<file path="config.mk">
export PLATFORM = sky130hd
export DESIGN_NAME = psram_arbiter
export DESIGN_NICKNAME = d
export VERILOG_FILES = /design/src/rtl/psram_arbiter.sv
export SDC_FILE = /design/constraint.sdc
export NUM_CORES = 1
export LEC_CHECK = 0
export CAP_MARGIN = 20
export CELL_PAD_IN_SITES_DETAIL_PLACEMENT = 1
export CELL_PAD_IN_SITES_GLOBAL_PLACEMENT = 2
export CORE_MARGIN = 2
export CORE_UTILIZATION = 25
export CTS_CLUSTER_DIAMETER = 30
export DETAILED_ROUTE_END_ITERATION = 7
export MAX_ROUTING_LAYER = met4
export PLACE_DENSITY = 0.8
export SYNTH_ARGS = -nofsm -noshare
export SYNTH_HDL_FRONTEND = slang
export SYNTH_SLANG_ARGS = --single-unit
</file>
<file path="constraint.sdc">
create_clock -name clk_100 -period 3.6 [get_ports clk_100]
set_input_delay 0.72 -clock clk_100 [delete_from_list [all_inputs] [get_ports clk_100]]
set_output_delay 0.72 -clock clk_100 [all_outputs]
set_load 0.01 [all_outputs]
</file>
<file path="src/rtl/psram_arbiter.sv">
// Two-port arbiter in front of a PSRAM controller: one read burst or single-word write at a time.
// Define PSRAM_ARB_RR_EN for round-robin on simultaneous requests; otherwise port 0 has priority.
module psram_arbiter (
  input  logic        clk_100,
  input  logic        reset,

  input  logic        p0_req,
  input  logic        p0_wr,
  input  logic [22:0] p0_addr,
  input  logic [7:0]  p0_len,
  input  logic [15:0] p0_wdata,
  input  logic        p0_ub,
  input  logic        p0_lb,
  output logic        p0_gnt,
  output logic        p0_dok,
  output logic [15:0] p0_rdata,
  output logic        p0_done,

  input  logic        p1_req,
  input  logic        p1_wr,
  input  logic [22:0] p1_addr,
  input  logic [7:0]  p1_len,
  input  logic [15:0] p1_wdata,
  input  logic        p1_ub,
  input  logic        p1_lb,
  output logic        p1_gnt,
  output logic        p1_dok,
  output logic [15:0] p1_rdata,
  output logic        p1_done,

  output logic [22:0] app_addr,
  output logic [15:0] app_data_in,
  output logic        app_ub,
  output logic        app_lb,
  output logic        app_rd,
  output logic        app_wr,
  output logic        app_burst_op,
  input  logic        app_data_ok,
  input  logic        app_op_begun,
  input  logic        op_finished,
  input  logic        app_ctrlr_good,
  input  logic [15:0] app_data_out
);

  typedef enum logic [1:0] {StIdle, StIssue, StXfer, StDone} state_e;

  state_e      state_q, state_d;
  logic        owner_q;   // 0 = port 0, 1 = port 1
  logic        wr_q;
  logic [7:0]  len_q;
  logic [7:0]  cnt_q;
  logic        phase_q;
  logic [22:0] addr_q;
  logic [15:0] wdata_q;
  logic        ub_q;
  logic        lb_q;
  logic [15:0] rdata0_q;
  logic [15:0] rdata1_q;

  logic        take;
  logic        win;
  logic        strobe;
  logic        win_wr;
  logic [7:0]  win_len;

  // Reads are 1..128 words; writes are always a single word.
  function automatic logic [7:0] eff_len(input logic wr, input logic [7:0] len);
    if (wr || len == 8'd0) begin
      return 8'd1;
    end else if (len > 8'd128) begin
      return 8'd128;
    end
    return len;
  endfunction

`ifdef PSRAM_ARB_RR_EN
  logic last_q;

  always_comb begin
    win = p1_req;
    if (p0_req && p1_req) begin
      win = ~last_q;
    end
  end

  always_ff @(posedge clk_100 or posedge reset) begin
    if (reset) begin
      last_q <= 1'b1;
    end else if (state_q == StDone) begin
      last_q <= owner_q;
    end
  end
`else
  always_comb begin
    win = ~p0_req;
  end
`endif

  assign take    = (state_q == StIdle) && app_ctrlr_good && (p0_req || p1_req);
  assign win_wr  = win ? p1_wr : p0_wr;
  assign win_len = eff_len(win_wr, win ? p1_len : p0_len);
  // Controller signals two data_ok cycles per word; only the first one is the word strobe.
  assign strobe  = (state_q == StXfer) && app_data_ok && !phase_q;

  always_ff @(posedge clk_100 or posedge reset) begin
    if (reset) begin
      state_q <= StIdle;
    end else begin
      state_q <= state_d;
    end
  end

  always_comb begin
    state_d = state_q;
    unique case (state_q)
      StIdle:  if (take) state_d = StIssue;
      StIssue: if (app_op_begun) state_d = StXfer;
      StXfer:  if (op_finished) state_d = StDone;
      StDone:  state_d = StIdle;
      default: state_d = StIdle;
    endcase
  end

  always_ff @(posedge clk_100 or posedge reset) begin
    if (reset) begin
      owner_q  <= 1'b0;
      wr_q     <= 1'b0;
      len_q    <= 8'd0;
      cnt_q    <= 8'd0;
      phase_q  <= 1'b0;
      addr_q   <= 23'd0;
      wdata_q  <= 16'd0;
      ub_q     <= 1'b0;
      lb_q     <= 1'b0;
      rdata0_q <= 16'd0;
      rdata1_q <= 16'd0;
    end else begin
      if (take) begin
        owner_q <= win;
        wr_q    <= win_wr;
        len_q   <= win_len;
        cnt_q   <= 8'd0;
        addr_q  <= win ? p1_addr : p0_addr;
        wdata_q <= win ? p1_wdata : p0_wdata;
        ub_q    <= win ? p1_ub : p0_ub;
        lb_q    <= win ? p1_lb : p0_lb;
      end else if (strobe && cnt_q != 8'hff) begin
        cnt_q <= cnt_q + 8'd1;
      end

      if (state_q == StIssue) begin
        phase_q <= 1'b0;
      end else if (app_data_ok) begin
        phase_q <= ~phase_q;
      end

      if (strobe && !wr_q) begin
        if (owner_q) begin
          rdata1_q <= app_data_out;
        end else begin
          rdata0_q <= app_data_out;
        end
      end
    end
  end

  always_comb begin
    p0_gnt       = 1'b0;
    p1_gnt       = 1'b0;
    p0_dok       = 1'b0;
    p1_dok       = 1'b0;
    p0_done      = 1'b0;
    p1_done      = 1'b0;
    app_rd       = 1'b0;
    app_wr       = 1'b0;
    app_burst_op = 1'b0;
    if (state_q != StIdle) begin
      p0_gnt = ~owner_q;
      p1_gnt = owner_q;
    end
    if (strobe) begin
      p0_dok = ~owner_q;
      p1_dok = owner_q;
    end
    if (state_q == StDone) begin
      p0_done = ~owner_q;
      p1_done = owner_q;
    end
    if (state_q == StIssue) begin
      app_rd = ~wr_q;
      app_wr = wr_q;
    end
    // Uses the registered count so the continue decision lags the strobe by one cycle.
    if ((state_q == StIssue || state_q == StXfer) && !wr_q && cnt_q < len_q) begin
      app_burst_op = 1'b1;
    end
  end

  assign app_addr    = addr_q;
  assign app_data_in = wdata_q;
  assign app_ub      = ub_q;
  assign app_lb      = lb_q;
  assign p0_rdata    = rdata0_q;
  assign p1_rdata    = rdata1_q;

endmodule

</file>
Word level (Yosys, flattened, before mapping)

Cells that the tools add are included.

Add/sub/neg operators: 1
Magnitude comparators: 2
Eq/ne operators: 7
Muxes and demuxes: 28
Bitwise operators: 4
Reductions and logical operators: 21

Operators with widths:

| operator                                                         | number |
|---|---|
| 8-bit 2-to-1 mux                                                 | 6 |
| 23-bit 2-to-1 mux                                                | 1 |
| 1-bit 2-to-1 mux                                                 | 16 |
| 16-bit 2-to-1 mux                                                | 1 |
| 8-bit by 1-bit adder with 8-bit output (second input constant)   | 1 |
| 8-bit > comparator (second input constant)                       | 1 |
| 1-bit logical AND                                                | 8 |
| 8-bit logical NOT                                                | 1 |
| 8-bit < comparator                                               | 1 |
| 8-bit != test (second input constant)                            | 1 |
| 2-bit case mux with 4 select lines                               | 1 |
| 2-bit 2-to-1 mux                                                 | 3 |
| 2-bit != test (second input constant)                            | 3 |
| 2-bit nonzero test                                               | 3 |
| 2-bit == test (second input constant)                            | 2 |
| 1-bit inverter                                                   | 4 |
| 2-bit AND reduction                                              | 2 |
| 1-bit logical OR                                                 | 3 |
| 3-bit AND reduction                                              | 1 |
| 2-bit by 1-bit == test with 1-bit output (second input constant) | 1 |
| 1-bit logical NOT                                                | 2 |
| 2-bit logical NOT                                                | 1 |

Register bits after elaboration: 94
Bits of input ports: 124
Logic and storage cells: 75

Depth between registers and ports, before layout

Depth after elaboration: 6
Gate-level depth with buffers: 8
Mapped depth without buffers: 7

Worst setup path after synthesis

Ideal clock, no wire load.

Path kind: reg-to-output
Start point: register cnt_q[4]
End point: output app_burst_op
Data arrival time: 1,445 ps
Data required time: 2,880 ps
Slack: 1,435 ps
Stages on the path, launching flop included: 7
Cells stage by stage: dfrtp_1 -> ha_1 -> a21o_1 -> a21oi_1 -> o21ai_0 -> a21o_1 -> a21oi_1

Word-level cells in the longest chain between the ends: 3

RTL lines:

| item                   | RTL line | source |
|---|---|---|
| start, declared        | 51       | `logic [7:0] cnt_q;` |
| start signal, assigned | 148      | `cnt_q <= cnt_q + 8'd1;` |
| 8-bit < comparator     | 194      | `if ((state_q == StIssue \|\| state_q == StXfer) && !wr_q && cnt_q < len_q) begin` |
| 1-bit logical AND      | 194      |  |
| 1-bit 2-to-1 mux       | 194      |  |
| end, declared          | 37       | `output logic app_burst_op,` |

Every way passes these cells.

Worst setup path in the final report

Ends and elaborated chain as after synthesis.

==> impl_metrics.tcl <==
set metrics [dict create \
    synth_ff_type "dfrtp_1" \
    drive_gt1_frac 0.1128 \
    worstPathArrival_ns 2.42 \
    r2r_cells 7 \
    port_buffers 205 \
    start_kind "flop" \
    ys_types 43 \
    setup_tns_ns 0 \
    start_util 0.2571 \
    max-clock-path-buffers 2 \
    grt_max_degree 85 \
    slew-limit-headroom 0.4752 \
    fin_ws_ns 0.4568 \
    antenna_found_initial 0 \
    slew_viol_final 0 \
    post-place-ws_ns 0.7493 \
    num_vias 3727 \
    rows 48 \
    tightest_slew_ns 0.7872 \
    finalPower_mw 4.797 \
    synth_cells 395 \
    fin_area_mm2 0.007049 \
    wl_um 13150 \
    grt_pass1_wl_um 20000 \
    syn-num-nets 531 \
    synth_edf_count 0 \
    place_area_mm2 0.006753 \
    timing.hold.ws_ns 0.4781 \
    synth_most_common_cell "dfrtp_1" \
    status "finished clean" \
    ant_nets 0 \
    async_reset_ff_frac 1.000 \
    hpwl_um 10280 \
    ys_seq_elements 94 \
    reg2reg_from "state_q[1]$_DFFE_PP0P_" \
    synth_area_mm2 0.004478 \
    place_inst 812 \
    hold_end "app_addr[6]$_DFFE_PP0P_" \
    final-hold-violation-count 0 \
    nFillCells 1904 \
    cp-end-kind "output port" \
    grt_overflow 0 \
    die-area_mm2 0.01900 \
    ff2ff_setup_slack_ns 1.37 \
    insertion_delay_ns 0.35 \
    cts.clk_slew.worst_paths_ns 0.07 \
    hold_buffers 0 \
    core_mm2 0.01742 \
    htreeDepth 3 \
    power.density_mw_per_mm2 680.5 \
    fmax_mhz 318.1 \
    cts_tree "built" \
    gp_congestion 0.7264 \
    hold_start "app_addr[6]$_DFFE_PP0P_" \
    avgSynthCellArea_um2 11.34 \
    rr_endpoint "state_q[1]$_DFFE_PP0P_" \
    finalSetupViolCount 0 \
    max-cap-violations 0 \
    synth_commonest_cells "dfrtp_1, o21ai_0, mux2i_1" \
    p_leak_nw 3.109 \
    vias_per_cell 4.501 \
    crit_path_top_delay_cell "clkdlybuf4s50_1" \
    cts_sinks 94 \
    track_usage 0.1396 \
    synth_warnings 0 \
    crit_fanout 4 \
    ios 206 \
    wire_per_inst_um 15.89 \
    grt_pass1_vias 3976 \
    holdCritPathClass "reg2reg" \
    min_path_cells 2 \
    clockRootBuffer "clkbuf_16" \
    rsz0062_at_grt "false" \
    postCtsSetupBuffers 0 \
    drc 0 \
    die_h_um 137.8 \
    nNetsFinal 734 \
    synth_area_leader_cell "dfrtp_1" \
    final_core_util 0.4047 \
    antennaDiodeCount 0 \
    cts_resized 0 \
    vdd_drop_max_uv 316.4 \
    crit_required_ns 2.88 \
    yosysSeqAreaShare 0.5253 \
    path_cells "ha_1, a21o_1, a21oi_1, o21ai_0, a21o_1, a21oi_1, clkdlybuf4s50_1" \
    critical-path-max-stage-delay_ns 0.55 \
    numCtsBuffers 9 \
    die_w_um 137.8 \
    min_period_over_period 0.8731 \
    clock_skew_ns 0.005045 \
    layout.cells.non_filler 828 \
    path_class "reg2out" \
    netlist_top_cells_area "dfrtp_1, mux2i_1, mux2_2" \
    drt_iter0_drc 74 \
    synth_top_area_share 0.5253 \
    dr.pass1.iters 4 \
    area_delta_synth_final_pct 57.42 \
    post-route-min-period_ns 3.143 \
]
==> power breakdown <==
part           internal [mW]  total, mW  leakage, nW  switching [mW]
clock network          0.491      0.942        0.146           0.452
logic                   1.21       2.09         1.76           0.888
registers               1.50       1.76         1.20           0.260
==> registers in the layout, indices dropped and copies added (netlist names), 2 cells and up <==
name	count
app_addr	23
app_data_in	16
cnt_q	8
len_q	8
p0_rdata	16
p1_rdata	16
state_q	2
==> worst max path at each step <==
stage                              endpoint  depth (start not counted)            startpoint
floorplan           app_addr[0]$_DFFE_PP0P_                          1                 reset
global placement                     p1_dok                          4           app_data_ok
detailed placement                   p1_dok                          4           app_data_ok
CTS                            app_burst_op                          7  cnt_q[4]$_DFFE_PP0P_
global route                   app_burst_op                          7  cnt_q[4]$_DFFE_PP0P_
finish                         app_burst_op                          7  cnt_q[4]$_DFFE_PP0P_
==> critical path: cells and delay by family, from the launching register on <==
kind / cells / cell delay [ns]
DFF: 1 / 0.43
buffers and inverters: 1 / 0.55
AOI/OAI and AO/OA: 5 / 0.77
adders and majority gates: 1 / 0.32
==> per-layer routing <==
layer	GRT usage	share of wire	vias up	wire, um
met1	0.1586	0.41	1816	5327
li1	-	-	1782	-
met2	0.2463	0.52	117	6796
met4	0.04365	0.013	0	167
met5	-	0	-	0
met3	0.02943	0.065	12	861
==> cell usage in the layout (no fill, tap or decap), types with 3 or more instances in the layout <==
master / n
nor2_1: 20
nand3_1: 8
clkdlybuf4s50_1: 204
mux2i_1: 47
mux2_2: 26
a21oi_1: 3
mux2_4: 10
xnor2_1: 4
nand2_1: 46
buf_4: 5
clkbuf_16: 9
a31oi_1: 4
inv_6: 4
ha_1: 12
inv_1: 13
dfrtp_1: 94
nor2b_1: 4
o21ai_0: 51
==> area by class of cell <==
class                      count  area [um^2]  share of cell area
clock inverter                 7        71.32             0.01012
sequential                    94         2352              0.3337
inverter                      14        55.05            0.007810
tap                          225        281.5             0.03994
clock buffer                   9        225.2             0.03195
timing repair buffer         211         2105              0.2985
multi-input combinational    268         1959              0.2780
==> kinds of logic (layout without fill, tap and decap cells) <==
kind of cell	Yosys count	count (layout)	synth area share
simple gates	99	99	0.1023
flops	94	94	0.5253
mux	83	83	0.2040
compound gates	68	68	0.08549
buf+inv	33	241	0.03772
fa+ha+maj	12	12	0.03353
xor+xnor	6	6	0.01174
No activity file was read; power rests on OpenSTA's default activity.
